--- src/rtl/multipli_param.sv ---
// multipli_param: iterative shift-add multiplier, signed/unsigned per op. Optional MULTIPLI_ACC_EN adds ACC/OVF.
// Latency: START accepted at edge k, S/END_MULT update at edge k+TAM, back in IDLE at k+TAM+1.
// Backpressure: START is ignored while BUSY=1; the next op can be accepted at edge k+TAM+2.
module multipli_param #(
  parameter int TAM = 8
) (
  input  logic               CLOCK,
  input  logic               RESET,
  input  logic               START,
  input  logic               SIGNED,
  input  logic [TAM-1:0]     A,
  input  logic [TAM-1:0]     B,
`ifdef MULTIPLI_ACC_EN
  input  logic               ACC,
  output logic               OVF,
`endif
  output logic [2*TAM-1:0]   S,
  output logic               BUSY,
  output logic               END_MULT
);

  localparam int W  = 2 * TAM;
  localparam int CW = $clog2(TAM);
  localparam logic [CW-1:0] LAST = CW'(TAM - 1);

  typedef enum logic [1:0] {IDLE, CALC, DONE} state_t;

  state_t          state_q, state_d;
  logic [W-1:0]    mcand_q, mcand_d;   // multiplicand, pre-extended to product width
  logic [TAM-1:0]  mplr_q, mplr_d;
  logic            sgn_q, sgn_d;
  logic [W-1:0]    acc_q, acc_d;       // partial product, never visible on S
  logic [CW-1:0]   cnt_q, cnt_d;
  logic [W-1:0]    s_q, s_d;
  logic            busy_q, busy_d;
  logic            end_q, end_d;
  logic [W-1:0]    addend;
  logic [W-1:0]    step_sum;
  logic [W-1:0]    base;
  logic [W-1:0]    final_sum;
`ifdef MULTIPLI_ACC_EN
  logic            acc_en_q, acc_en_d;
  logic            ovf_q, ovf_d;
  logic [W:0]      wide_sum;
`endif

  // Next-state: one multiplier bit per CALC cycle; MSB carries negative weight in signed mode
  always_comb begin
    state_d  = state_q;
    mcand_d  = mcand_q;
    mplr_d   = mplr_q;
    sgn_d    = sgn_q;
    acc_d    = acc_q;
    cnt_d    = cnt_q;
    s_d      = s_q;
    busy_d   = busy_q;
    end_d    = end_q;
    addend   = mcand_q << cnt_q;
    step_sum = acc_q;
    if (mplr_q[cnt_q]) begin
      if (sgn_q && (cnt_q == LAST)) step_sum = acc_q - addend;
      else                          step_sum = acc_q + addend;
    end
    // Accumulate mode folds the old S in at the end; equivalent to seeding the accumulator with it
    base = '0;
`ifdef MULTIPLI_ACC_EN
    acc_en_d = acc_en_q;
    ovf_d    = ovf_q;
    if (acc_en_q) base = s_q;
    wide_sum = {1'b0, base} + {1'b0, step_sum};
`endif
    final_sum = base + step_sum;

    case (state_q)
      IDLE: begin
        end_d  = 1'b0;
        busy_d = 1'b0;
        if (START) begin
          mcand_d = SIGNED ? {{TAM{A[TAM-1]}}, A} : {{TAM{1'b0}}, A};
          mplr_d  = B;
          sgn_d   = SIGNED;
          acc_d   = '0;
          cnt_d   = '0;
          busy_d  = 1'b1;
          state_d = CALC;
`ifdef MULTIPLI_ACC_EN
          acc_en_d = ACC;
`endif
        end
      end
      CALC: begin
        acc_d = step_sum;
        cnt_d = cnt_q + CW'(1);
        if (cnt_q == LAST) begin
          s_d     = final_sum;
          end_d   = 1'b1;
          state_d = DONE;
`ifdef MULTIPLI_ACC_EN
          // The product itself never overflows; only the S_old + product addition can
          if (sgn_q)
            ovf_d = (base[W-1] == step_sum[W-1]) && (final_sum[W-1] != base[W-1]);
          else
            ovf_d = wide_sum[W];
`endif
        end
      end
      DONE: begin
        end_d   = 1'b0;
        busy_d  = 1'b0;
        state_d = IDLE;
      end
      default: begin
        end_d   = 1'b0;
        busy_d  = 1'b0;
        state_d = IDLE;
      end
    endcase
  end

  // State register with synchronous reset that aborts any running operation
  always_ff @(posedge CLOCK) begin
    if (RESET) begin
      state_q  <= IDLE;
      mcand_q  <= '0;
      mplr_q   <= '0;
      sgn_q    <= 1'b0;
      acc_q    <= '0;
      cnt_q    <= '0;
      s_q      <= '0;
      busy_q   <= 1'b0;
      end_q    <= 1'b0;
`ifdef MULTIPLI_ACC_EN
      acc_en_q <= 1'b0;
      ovf_q    <= 1'b0;
`endif
    end else begin
      state_q  <= state_d;
      mcand_q  <= mcand_d;
      mplr_q   <= mplr_d;
      sgn_q    <= sgn_d;
      acc_q    <= acc_d;
      cnt_q    <= cnt_d;
      s_q      <= s_d;
      busy_q   <= busy_d;
      end_q    <= end_d;
`ifdef MULTIPLI_ACC_EN
      acc_en_q <= acc_en_d;
      ovf_q    <= ovf_d;
`endif
    end
  end

  assign S        = s_q;
  assign BUSY     = busy_q;
  assign END_MULT = end_q;
`ifdef MULTIPLI_ACC_EN
  assign OVF      = ovf_q;
`endif

endmodule

--- config.mk ---
export PLATFORM = sky130hd
export DESIGN_NAME = multipli_param
export DESIGN_NICKNAME = d
export VERILOG_FILES = /design/src/rtl/multipli_param.sv
export SDC_FILE = /design/constraint.sdc
export NUM_CORES = 1
export LEC_CHECK = 0
export BUFFER_PORTS_ARGS = -buffer_cell sky130_fd_sc_hd__buf_2
export CAP_MARGIN = 20
export CORE_UTILIZATION = 45
export DETAILED_ROUTE_END_ITERATION = 16
export PLACE_DENSITY = 0.71
export SKIP_CTS_REPAIR_TIMING = 1
export SLEW_MARGIN = 20
export SYNTH_ARGS = -nofsm -noshare
export SYNTH_HDL_FRONTEND = slang
export SYNTH_SLANG_ARGS = --single-unit
export TNS_END_PERCENT = 50
--- constraint.sdc ---
create_clock -name CLOCK -period 7 [get_ports CLOCK]
set_input_delay 0.35 -clock CLOCK [delete_from_list [all_inputs] [get_ports CLOCK]]
set_output_delay 0.35 -clock CLOCK [all_outputs]
set_load 0.005 [all_outputs]
Yosys cells after proc, flatten, opt, wreduce, memory -nomap -nowiden
Index checks and enable logic that the tools add are counted.
Widths: inputs -> output; s select.
{"block": "op_classes", "reduce_logical": 8, "n_mux": 14, "bitwise_logic": 1, "shift": 1, "eq_ne": 4, "magnitude_cmp": 1, "n_addsub": 3}
{"operator": "$mux 16", "n": 4}
{"operator": "$pmux 16 s2", "n": 1}
{"operator": "$add 16x16->16", "n": 1}
{"operator": "$shl 16x3->16", "n": 1}
{"operator": "$sub 16x16->16", "n": 1}
{"operator": "$reduce_and 2->1", "n": 4}
{"operator": "$pmux 3 s2", "n": 1}
{"operator": "$lt 3x4->1 const B", "n": 1}
{"operator": "$mux 2", "n": 2}
{"operator": "$ne 2x2->1 const B", "n": 2}
{"operator": "$pmux 2 s2", "n": 1}
{"operator": "$add 3x1->3 const B", "n": 1}
{"operator": "$bmux 1 s3", "n": 1}
{"operator": "$eq 3x3->1 const B", "n": 1}
{"operator": "$mux 3", "n": 1}
{"operator": "$eq 2x1->1 const B", "n": 1}
{"operator": "$logic_not 2->1", "n": 1}
{"operator": "$mux 1", "n": 2}
{"operator": "$pmux 1 s2", "n": 1}
{"operator": "$reduce_bool 2->1", "n": 1}
{"operator": "$reduce_or 2->1", "n": 1}
{"operator": "$logic_and 1x1->1", "n": 1}
{"operator": "$not 1->1", "n": 1}
{"block": "totals", "register_bits": 64, "inputBits": 20}

Logic depth before layout (Yosys ltp)
{"block": "logic_depth", "word_depth": 5, "ltp_mapped": 20, "mapped_depth_nobuf": 18}

Worst setup path before layout
OpenSTA, ideal clock, no wires.
{"block": "synth_path", "path_kind": "register -> register", "from": "reg cnt_q[1]", "to": "reg s_q[15] (netlist: S[15])", "n_path_buf": 1, "required_time_ns": 6.921, "setup_slack_ns": 3.075, "setup_time_ns": 0.079, "arrival_ns": 3.847, "path_stages_with_launch": 17, "cell_sequence": "dfxtp_1 buf_6 mux2_4 mux4_2 a211oi_2 nand2_1 o21ai_0 xor2_1 ha_1 nor2_1 a21oi_1 a21oi_1 a311oi_1 o21ai_0 and3_1 or4_1 a32oi_1"}
{"block": "synth_between", "elab_chain_len": 4, "word_cells_on_any_way": 10, "cone_classes": "add/sub: 2; eq/ne: 1; shift: 1; mux: 4; reduce/logical: 2"}
{"element": "start, declared", "line": "33", "rtl": "logic [CW-1:0] cnt_q, cnt_d;"}
{"element": "start signal, assigned", "line": "142", "rtl": "cnt_q <= cnt_d;"}
{"element": "$shl 16x3->16 or $eq 3x3->1 (tied branches)", "line": "58, 61, 94"}
{"element": "$add 16x16->16, or another cell as far along", "line": "62", "rtl": "else step_sum = acc_q + addend;"}
{"element": "$mux 16", "line": "61", "rtl": "if (sgn_q && (cnt_q == LAST)) step_sum = acc_q - addend;"}
{"element": "$mux 16", "line": "60", "rtl": "if (mplr_q[cnt_q]) begin"}
{"element": "end signal, assigned", "line": "129", "rtl": "s_q <= '0;"}
{"element": "end signal, assigned", "line": "143", "rtl": "s_q <= s_d;"}
{"element": "end, declared", "line": "34", "rtl": "logic [W-1:0] s_q, s_d;"}
Several ways; a longest one is shown, not always the timed one. The select of a mux whose other input is x is not followed.
A chain may end at the register's enable or synchronous reset.

Final worst setup path
Same ends and word-level chain as after synthesis.

==> results.py <==
metrics = {
    "die": {
        "initial_core_util_pct": 46.5,
        "die_y_microns": 94.2,
        "dieArea_sq_um": 8870,
        "num_rows": 33,
        "die_w_microns": 94.2,
        "ios": 38,
        "coreArea_sq_um": 8220,
    },
    "synthesis": {
        "ys_seq_elements": 57,
        "async_flop_share_pct": 0,
        "synth_largest_area_cell": "dfxtp_1",
        "synth_edf_count": 0,
        "yosysUniqueCellTypes": 59,
        "ys_seq_area_share_pct": 29.8,
        "synth_area_sq_um": 3820,
        "yosysWarnings": 0,
        "synth_area_leaders": "dfxtp_1 30%, nand2_1 8.5%, a21oi_1 6.0%",
        "avgSynthCellArea_sq_um": 7.85,
        "postSynthCellCount": 487,
        "syn-num-nets": 526,
        "synth_top_cell_area_share_pct": 29.8,
        "synth-main-ff-cell": "dfxtp_1",
    },
    "global_routing": {
        "grt_overflow": 0,
        "grt_first_pass_wirelength_mm": 16.2,
        "grt_pass1_vias": 3351,
        "grtUsageTotal_pct": 23.4,
        "grt_antenna_before_repair": 0,
        "grt_max_degree": 41,
    },
    "min_path": {
        "min_to": "mplr_q[3]",
        "min_from": "B[3]",
        "min_path_type": "in2reg",
        "hold_depth": 3,
    },
    "clock_network": {
        "cts_sinks": 57,
        "root_buffer": "clkbuf_8",
        "numCtsBuffers": 9,
        "clk-insertion-delay-late_ps": 350,
        "ctsLongestPathBuffers": 2,
        "clk_pin_slew_worst_paths_ps": 80,
        "cts_tree": "built",
        "cts-htree-levels": 3,
    },
    "place": {
        "dpl.hpwl_mm": 6.99,
        "dp_cells": 601,
        "gp_congestion": 0.971,
        "dpl-instance-area_sq_um": 4030,
        "port_buffers": 37,
    },
    "power_and_ir_drop": {
        "power.leakage_nw": 1.75,
        "p_seq_share_pct": 37.6,
        "p_int_mw": 0.615,
        "power_density_nw_per_um2": 220,
        "pwr-share-clk_pct": 34.0,
        "total_power_mw": 0.929,
        "max-vdd-ir-drop_mv": 0.137,
        "pwr-share-comb_pct": 28.5,
        "p_sw_mw": 0.314,
        "swShare_pct": 33.8,
    },
    "detailed_routing": {
        "via_count": 3556,
        "routedWlPerCell_microns": 15.6,
        "drtAntennaViolNets": 0,
        "drt-total-wl_mm": 9.63,
        "drt_iter0_markers": 221,
        "drc": 0,
        "drt_first_pass_iters": 5,
        "via_per_inst": 5.77,
    },
    "final_layout": {
        "num_antenna_cells": 0,
        "final_cell_count_no_fill": 616,
        "area_growth_pct": 10.5,
        "finalNetCount": 546,
        "postLayoutCellArea_sq_um": 4220,
        "drive_gt1_share_pct": 13.3,
        "nFillCells": 795,
        "fin_util_pct": 51.4,
    },
    "worst_setup_path": {
        "r2r_slack_ps": 2120,
        "cp.required_ps": 7260,
        "cp-end-kind": "flop",
        "cp_max_fo": 23,
        "start_kind": "flop",
        "reg2reg_to": "S[15]",
        "reg2reg_depth": 16,
        "critPathKind": "reg2reg",
        "critPathArrivalTime_ps": 5140,
        "r2r-start": "cnt_q[1]",
    },
    "timing": {
        "setup_viol": 0,
        "fin_crit_sh_pct": 69.7,
        "tightest_slew_ps": 862,
        "timing.final.crit_period_ps": 4880,
        "clock_skew_ps": 10.1,
        "clock.fmax_mhz": 205,
        "finalSetupTns_ps": 0,
        "final_hold_viol_count": 0,
        "relSlewSlack_pct": 42.4,
        "rsz0062_at_grt": "no",
        "maxSlewViolCount": 0,
    },
    "outcome": {
        "status": "finished, final reports clean",
    },
    "run": {
        "cap_viol_max_count": 0,
    },
}
-- cell type report --
class	instances	area (sq um)	area share, %
multi-input combinational	387	2510	59.4
tap	105	131	3.11
clock inverter	5	56.3	1.33
clock buffer	10	138	3.26
sequential	57	1140	27.0
inverter	13	48.8	1.16
timing repair buffer	39	200	4.74
-- worst max-delay path by stage --
stage	start	endpoint
floorplan	cnt_q[1]	S[15]
global placement	cnt_q[1]	S[15]
detailed placement	cnt_q[1]	S[15]
CTS	cnt_q[1]	S[15]
global route	cnt_q[1]	S[15]
finish	cnt_q[1]	S[15]
-- worst max-delay path: stages, from the launching register on --
cell and delay [ps]:
dfxtp_1 480, buf_4 340, mux2_2 420, mux4_2 530, a211oi_2 200, nand2_1 90
o21ai_0 340, xor2_1 160, ha_1 360, nor2_1 50, a21oi_1 270, a21oi_1 120
a311oi_1 390, o21ai_0 200, and3_1 250, or4_1 400, a32oi_1 190
-- layout by cell type (no fill, tap or decap), types with 4 or more instances in the layout --
master    count
and2_1        9
nand3b_1      4
xor2_1       10
xnor2_1      10
a211oi_1      6
a21oi_1      46
a22o_1        7
o21ai_0      34
nor2b_1      10
dfxtp_1      57
ha_1         18
mux2i_1      10
o31a_1        5
a21o_1        6
a311oi_1      5
nand3_1       6
nor2_1       32
clkbuf_8     10
buf_2        37
nor3_1        8
nand2b_1     12
o31ai_1       4
inv_1        12
mux4_2        6
nand2_1      87
-- metrics by stage --
stage               setup slack [ps]  hold slack, ps
CTS                             2190             233
finish                          2120             239
detailed placement              2230             445
global placement                2270             438
floorplan                       3070             433
global route                    1730             238
-- cell usage after synthesis (7+ instances only) --
| cell | n |
|---|---|
| inv_1 | 12 |
| dfxtp_1 | 57 |
| o21ai_0 | 34 |
| mux2i_1 | 10 |
| nor2_1 | 32 |
| xnor2_1 | 10 |
| nand2b_1 | 12 |
| and2_1 | 9 |
| a21oi_1 | 46 |
| clkbuf_1 | 23 |
| ha_1 | 18 |
| nand2_1 | 87 |
| xor2_1 | 10 |
| nor3_1 | 8 |
| nor2b_1 | 10 |
| a22o_1 | 7 |
-- power groups by stage --
stage | sequential (mW) | clock, mW | combinational (mW)
floorplan | 0.349 | 0 | 0.213
global placement | 0.356 | 0 | 0.257
detailed placement | 0.356 | 0 | 0.261
CTS | 0.349 | 0.322 | 0.263
global route | 0.351 | 0.336 | 0.295
finish | 0.349 | 0.316 | 0.265
-- registers in the layout, summed over array words and instances, names as in the netlist --
| name | cells |
|---|---|
| cnt_q | 3 |
| state_q | 2 |
| mplr_q | 8 |
| S | 16 |
| mcand_q | 9 |
| END_MULT | 1 |
| acc_q | 16 |
| BUSY | 1 |
| sgn_q | 1 |
-- per-layer routing --
layer / vias up / track usage, % / wire, microns
li1: 1781 / - / -
met1: 1675 / 30.9 / 4510
met2: 89 / 38.2 / 4510
met3: 11 / 4.61 / 475
met4: 0 / 7.18 / 133
met5: - / 0 / 0
-- cells by family (layout without fill, tap and decap cells) --
kind of cell,Yosys count,in the layout,share of synthesized area [%]
mux,22,22,8.51
buf+inv,43,67,4.55
fa+ha+maj,19,19,6.41
compound gates,144,144,24.2
xor+xnor,20,20,4.58
flops,57,57,29.8
simple gates,182,182,21.9
(Power assumes the default switching activity.)
